<file path="src/rtl/rega_pkg.sv">
// Shared definitions for the irrigation timer (Rega Automatica) counter stages.
// The state type, the BCD limit and the default clock rate are kept here so
// that the seconds and minutes stages agree on them.
package rega_pkg;

  // Run-control states. The encoding is visible on the estado output.
  typedef enum logic [1:0] {
    PARADO   = 2'd0,
    CONTANDO = 2'd1,
    PAUSADO  = 2'd2,
    FIM      = 2'd3
  } estado_t;

  localparam int BCD_MAX = 9;
  localparam int CLK_HZ  = 50000000;

  // Limit a loaded digit to the stage maximum so a bad BCD code cannot
  // leave the counter outside its range.
  function automatic logic [3:0] bcd_clamp(input logic [3:0] v, input logic [3:0] max);
    return (v > max) ? max : v;
  endfunction

endpackage

</file>
<file path="src/rtl/divisor_tick.sv">
// Prescaler that turns the system clock into a one-cycle tick every DIV_TICK
// clocks. en advances the count, clr returns it to zero (clr has priority),
// and with en low and clr low the count is held, which implements pause.
// tick is combinational from the held count and is only high while en is high.
// Build option ACELERA_SIM_EN: bypass the division so tick follows en every clock.
module divisor_tick
  import rega_pkg::*;
#(
  parameter int DIV_TICK = CLK_HZ
) (
  input  logic clock,
  input  logic reset_n,
  input  logic en,
  input  logic clr,
  output logic tick
);

`ifdef ACELERA_SIM_EN
  logic unused_ports;

  assign unused_ports = ^{clock, reset_n, clr};
  assign tick = en;
`else
  localparam int W = (DIV_TICK > 1) ? $clog2(DIV_TICK) : 1;
  localparam logic [W-1:0] LAST = W'(DIV_TICK - 1);

  logic [W-1:0] cnt;

  assign tick = en && (cnt == LAST);

  // Count 0..DIV_TICK-1 while enabled, wrap on the tick, hold otherwise.
  always_ff @(posedge clock or negedge reset_n) begin
    if (!reset_n) begin
      cnt <= '0;
    end else if (clr) begin
      cnt <= '0;
    end else if (en) begin
      cnt <= tick ? '0 : cnt + 1'b1;
    end
  end
`endif

endmodule

</file>
<file path="src/rtl/unidades_segundos_ctrl.sv">
// Units-of-seconds countdown stage of the irrigation timer.
// A prescaler (divisor_tick) produces a 1 s tick while counting; each tick
// decrements the BCD digit, wraps 0 -> UNIDADE_MAX with a one-clock borrow
// pulse to the tens stage, or finishes the irrigation when both digits are 0.
// Build option ACELERA_SIM_EN: tick on every clock in CONTANDO (fast sim/demo).
//
// Control inputs are level/strobe style, sampled on every rising clock edge:
// carregar is a one-cycle load strobe that wins over any coincident tick,
// iniciar and pausar are levels, and pausar wins over a coincident tick.
// Pulso_DS and tick_1s are single-cycle pulses with no acknowledge.
module unidades_segundos_ctrl
  import rega_pkg::*;
#(
  parameter int DIV_TICK    = CLK_HZ,
  parameter int UNIDADE_MAX = BCD_MAX
) (
  input  logic       clock,
  input  logic       reset_n,
  input  logic       carregar,
  input  logic [3:0] valor_carga,
  input  logic       iniciar,
  input  logic       pausar,
  input  logic       dezenas_zero,
  output logic [3:0] QUSegundos,
  output logic       Pulso_DS,
  output logic       tick_1s,
  output logic       fim,
  output logic [1:0] estado
);

  localparam logic [3:0] DIGIT_MAX = 4'(UNIDADE_MAX);

  estado_t    state, state_next;
  logic [3:0] digit, digit_next;
  logic       pulso, pulso_next;
  logic       run_en;
  logic       div_clr;
  logic       tick;

  // Prescaler runs only while counting and not being paused this cycle;
  // it is zeroed on load and whenever the stage is stopped or finished.
  assign run_en  = (state == CONTANDO) && !pausar;
  assign div_clr = carregar || (state == PARADO) || (state == FIM);

  divisor_tick #(
    .DIV_TICK(DIV_TICK)
  ) u_divisor_tick (
    .clock  (clock),
    .reset_n(reset_n),
    .en     (run_en),
    .clr    (div_clr),
    .tick   (tick)
  );

  // Next-state, next-digit and borrow decision for this cycle.
  always_comb begin
    state_next = state;
    digit_next = digit;
    pulso_next = 1'b0;

    case (state)
      PARADO: begin
        if (iniciar) state_next = CONTANDO;
      end
      CONTANDO: begin
        if (pausar) begin
          state_next = PAUSADO;
        end else if (tick && !carregar && (digit == 4'd0) && dezenas_zero) begin
          state_next = FIM;
        end
      end
      PAUSADO: begin
        if (iniciar && !pausar) state_next = CONTANDO;
      end
      FIM: begin
        if (carregar) state_next = PARADO;
      end
      default: state_next = PARADO;
    endcase

    if (carregar) begin
      digit_next = bcd_clamp(valor_carga, DIGIT_MAX);
    end else if (tick) begin
      if (digit != 4'd0) begin
        digit_next = digit - 4'd1;
      end else if (!dezenas_zero) begin
        digit_next = DIGIT_MAX;
        pulso_next = 1'b1;
      end
    end
  end

  // State, digit and borrow registers; reset clears them immediately.
  always_ff @(posedge clock or negedge reset_n) begin
    if (!reset_n) begin
      state <= PARADO;
      digit <= 4'd0;
      pulso <= 1'b0;
    end else begin
      state <= state_next;
      digit <= digit_next;
      pulso <= pulso_next;
    end
  end

  assign QUSegundos = digit;
  assign Pulso_DS   = pulso;
  assign tick_1s    = tick;
  assign fim        = (state == FIM);
  assign estado     = state;

endmodule
</file>
<file path="config.mk">
export PLATFORM = sky130hd
export DESIGN_NAME = unidades_segundos_ctrl
export DESIGN_NICKNAME = d
export VERILOG_FILES = /design/src/rtl/rega_pkg.sv /design/src/rtl/divisor_tick.sv /design/src/rtl/unidades_segundos_ctrl.sv
export SDC_FILE = /design/constraint.sdc
export NUM_CORES = 1
export LEC_CHECK = 0
export BUFFER_PORTS_ARGS = -buffer_cell sky130_fd_sc_hd__buf_2
export CORE_UTILIZATION = 35
export DETAILED_ROUTE_END_ITERATION = 16
export PLACE_DENSITY_LB_ADDON = 0.08
export SLEW_MARGIN = 10
export SYNTH_ARGS = -nofsm -noshare
export SYNTH_HDL_FRONTEND = slang
export SYNTH_SLANG_ARGS = --single-unit
export TNS_END_PERCENT = 1
</file>
<file path="constraint.sdc">
create_clock -name clock -period 2.05 [get_ports clock]
set_clock_uncertainty 0.1 [all_clocks]
set_input_delay 0.205 -clock clock [delete_from_list [all_inputs] [get_ports clock]]
set_output_delay 0.205 -clock clock [all_outputs]
set_load 0.005 [all_outputs]
</file>
==> impl_metrics.yaml <==
cells_and_area:
  fin_util_pct: 47.3
  fillCellCount: 523
  final_area_um2: 2430
  drive_gt1_share_pct: 28.7
  multi_input_area_um2: 1030
  syn_to_final_growth_pct: 28.6
  seq_area_um2: 826
  layout_common_cells: "dfrtp_1, buf_4, nor2_1"
  layout_commonest_cell: "dfrtp_1"
  diodes: 0
  nNetsFinal: 261
worst_setup_path:
  cp_common_cell: "buf_6"
  arrival_ps: 1750
  crit_fanout: 4
  cp_slowest_cell: "dfrtp_1"
  crit_type: "flop to output port"
  worst_ep_required_time_ps: 1750
  cp_slowest_stage_delay_ps: 420
  crit_chain: "and4_2 > nand3_1 > buf_4 > nor3_4 > buf_6 > buf_6"
  crit_path_start_kind: "flop"
  setup.worst_path.end_class: "output port"
sta:
  finalCriticalPeriod_ps: 2060
  layout_setup_ws_ps: -9.90
  maxSlewHeadroom_pct: 48.9
  fmax_ghz: 0.485
  rsz0062_at_grt: "true"
  worst_pin_slew_ps: 767
  finalHoldViolations: 0
  final.period_utilization_pct: 100
  setup_viol: 1
  slew_violations: 0
drt:
  wl_um: 4700
  routedWlPerCell_um: 14.6
  drtPass1Iterations: 4
  via_count: 1685
  via_per_inst: 5.25
  antenna_left: 0
  drc: 0
  first_iter_violations: 97
yosys:
  netlist_area_um2: 1890
  syn_inst: 198
  synthMuxAreaShare_pct: 0.529
  ys_seq_area_share_pct: 43.7
  synthesis.nets: 209
  synth_top_cell_area_share_pct: 43.7
  syn_area_per_cell_um2: 9.55
  netlist_top_cells_area: "dfrtp_1, xor2_1, nor2_1"
  synth_top_family_by_area: "simple AND/OR/NAND/NOR gates"
  synth_edf_count: 0
  synth-compound-area-share_pct: 10.9
  synth_fa_ha_area_share_pct: 0.662
  yosys.cell_types.count: 49
  ys_ff_latch: 33
  async_reset_ff_share_pct: 100
  yosysTopAreaCell: "dfrtp_1"
  synth_xor_area_share_pct: 8.80
  post_synth_and_or_nand_nor_area_fraction_pct: 32.2
  synth_flop_cell: "dfrtp_1"
  ys_warn_count: 0
grt:
  overflow: 0
  grt_first_pass_wirelength_um: 7970
  grt_start_max_net_pins: 34
  grt_pass1_vias: 1676
  grt_use_total_pct: 18.8
  antenna_found_initial: 0
run_status:
  violations: "negative setup slack"
  status: "complete, but fails checks"
power_and_ir_drop:
  vdd_drop_max_mv: 0.444
  power_density_nw_per_um2: 703
  p_leak_nw: 1.06
floorplanning:
  num_io_pins: 19
  num_rows: 26
  start_util_pct: 36.8
  core_um2: 5140
  die-area_um2: 5700
  fp.dieW_um: 75.5
  die_y_um: 75.5
clock_network:
  cts-buffers-inserted: 5
  clock-root-buffer: "clkbuf_8"
  clk_path_buf_depth: 2
  clk_pin_slew_ps: 70
  cts_tree: "done"
  clkLatencyLatePin_ps: 290
  h-tree-depth: 2
  cts.sinks: 33
placed_design:
  place.port_buffers: 18
  dp_slack_ps: 11.5
  place_congestion: 0.761
  postPlaceCellArea_um2: 2260
  place_hpwl_um: 3360
hold_path:
  hold_path_class: "primary input to flop"
flow_run:
  cap_violations: 0
-- report_power, final --
| group | switching [mW] | leakage (nW) | internal (mW) |
|---|---|---|---|
| logic | 0.262 | 0.557 | 0.189 |
| registers | 0.0219 | 0.451 | 0.683 |
| clock network | 0.250 | 0.0542 | 0.304 |
-- metrics by stage --
| stage | power (mW) | hold WS (ps) | cells | setup TNS, ps |
|---|---|---|---|---|
| after floorplan | 0.981 | -191 | 198 | 0 |
| after global placement | 1.15 | 219 | 309 | 0 |
| after detailed placement | 1.17 | 224 | 309 | 0 |
| after CTS | 1.73 | 59.6 | 320 | -32.0 |
| after global routing | 1.81 | 97.1 | 321 | -2120 |
| final | 1.71 | 69.5 | 321 | -9.90 |
-- layer usage --
layer  share of wire [%]  global-route usage, %  routed length [µm]
met1                  47                   25.0                2190
met3                 4.4                   4.76                 205
met5                   0                      0                   0
met2                  48                   29.5                2260
met4                0.83                   7.41                  39
-- critical path: cells and delay by family, from the launching register on --
| kind | cells | cell delay [ps] |
|---|---|---|
| buf+inv | 3 | 410 |
| simple gates | 3 | 640 |
| flops | 1 | 420 |
-- Yosys cell counts, drive strengths merged, types with 2 or more instances --
master	instances
xnor2	3
nand2	13
nor3b	3
nor4	4
inv	4
xor2	16
a21o	2
o21ai	5
nor2	29
buf	4
o311ai	3
and4	5
nand3b	2
o21a	4
nand3	14
nor3	5
clkbuf	3
dfrtp	33
o31ai	2
nand4	11
nor4bb	2
and3	5
a21oi	6
nand4b	2
-- sequential cells by signal, indices dropped and copies added (netlist names) --
signal	cells
u_divisor_tick.cnt	26
estado	2
QUSegundos	4
Pulso_DS	1
-- what timing repair did --
item / 4_1_cts / 5_1_grt
endpoints found under the setup margin: 3 / 30
resized for setup: 6 / 3
endpoints found under the hold margin: 33 / 0
setup buffers: 2 / 1
pin swaps: 4 / 2
hold buffers: 1 / 0
-- path summary, 6_finish.rpt --
check,slack [ps],start,depth (start not counted),end
max in group asynchronous,940,reset_n,2,u_divisor_tick.cnt[18]
worst max register to register,40,u_divisor_tick.cnt[0],7,u_divisor_tick.cnt[19]
worst max-delay path,-10,u_divisor_tick.cnt[12],6,tick_1s
worst min register to register,430,u_divisor_tick.cnt[0],1,u_divisor_tick.cnt[0]
min in group asynchronous,420,reset_n,2,u_divisor_tick.cnt[2]
worst min-delay path,70,valor_carga[0],3,QUSegundos[0]
-- final cells by class --
type / count / share of cell area [%]
clock buffers: 7 / 3.96
well taps: 70 / 3.60
multi-input cells: 154 / 42.3
clock inverters: 1 / 0.206
flip-flops and latches: 33 / 34.0
repair buffers: 52 / 15.4
inverters: 4 / 0.618
-- cell families (layout without fill, tap and decap cells) --
group / Yosys count / in the layout
mux: 1 / 1
simple gates: 104 / 104
buf+inv: 11 / 64
compound gates: 29 / 29
flops: 33 / 33
xor+xnor: 19 / 19
fa+ha+maj: 1 / 1
Power figures use the tool's default switching activity.
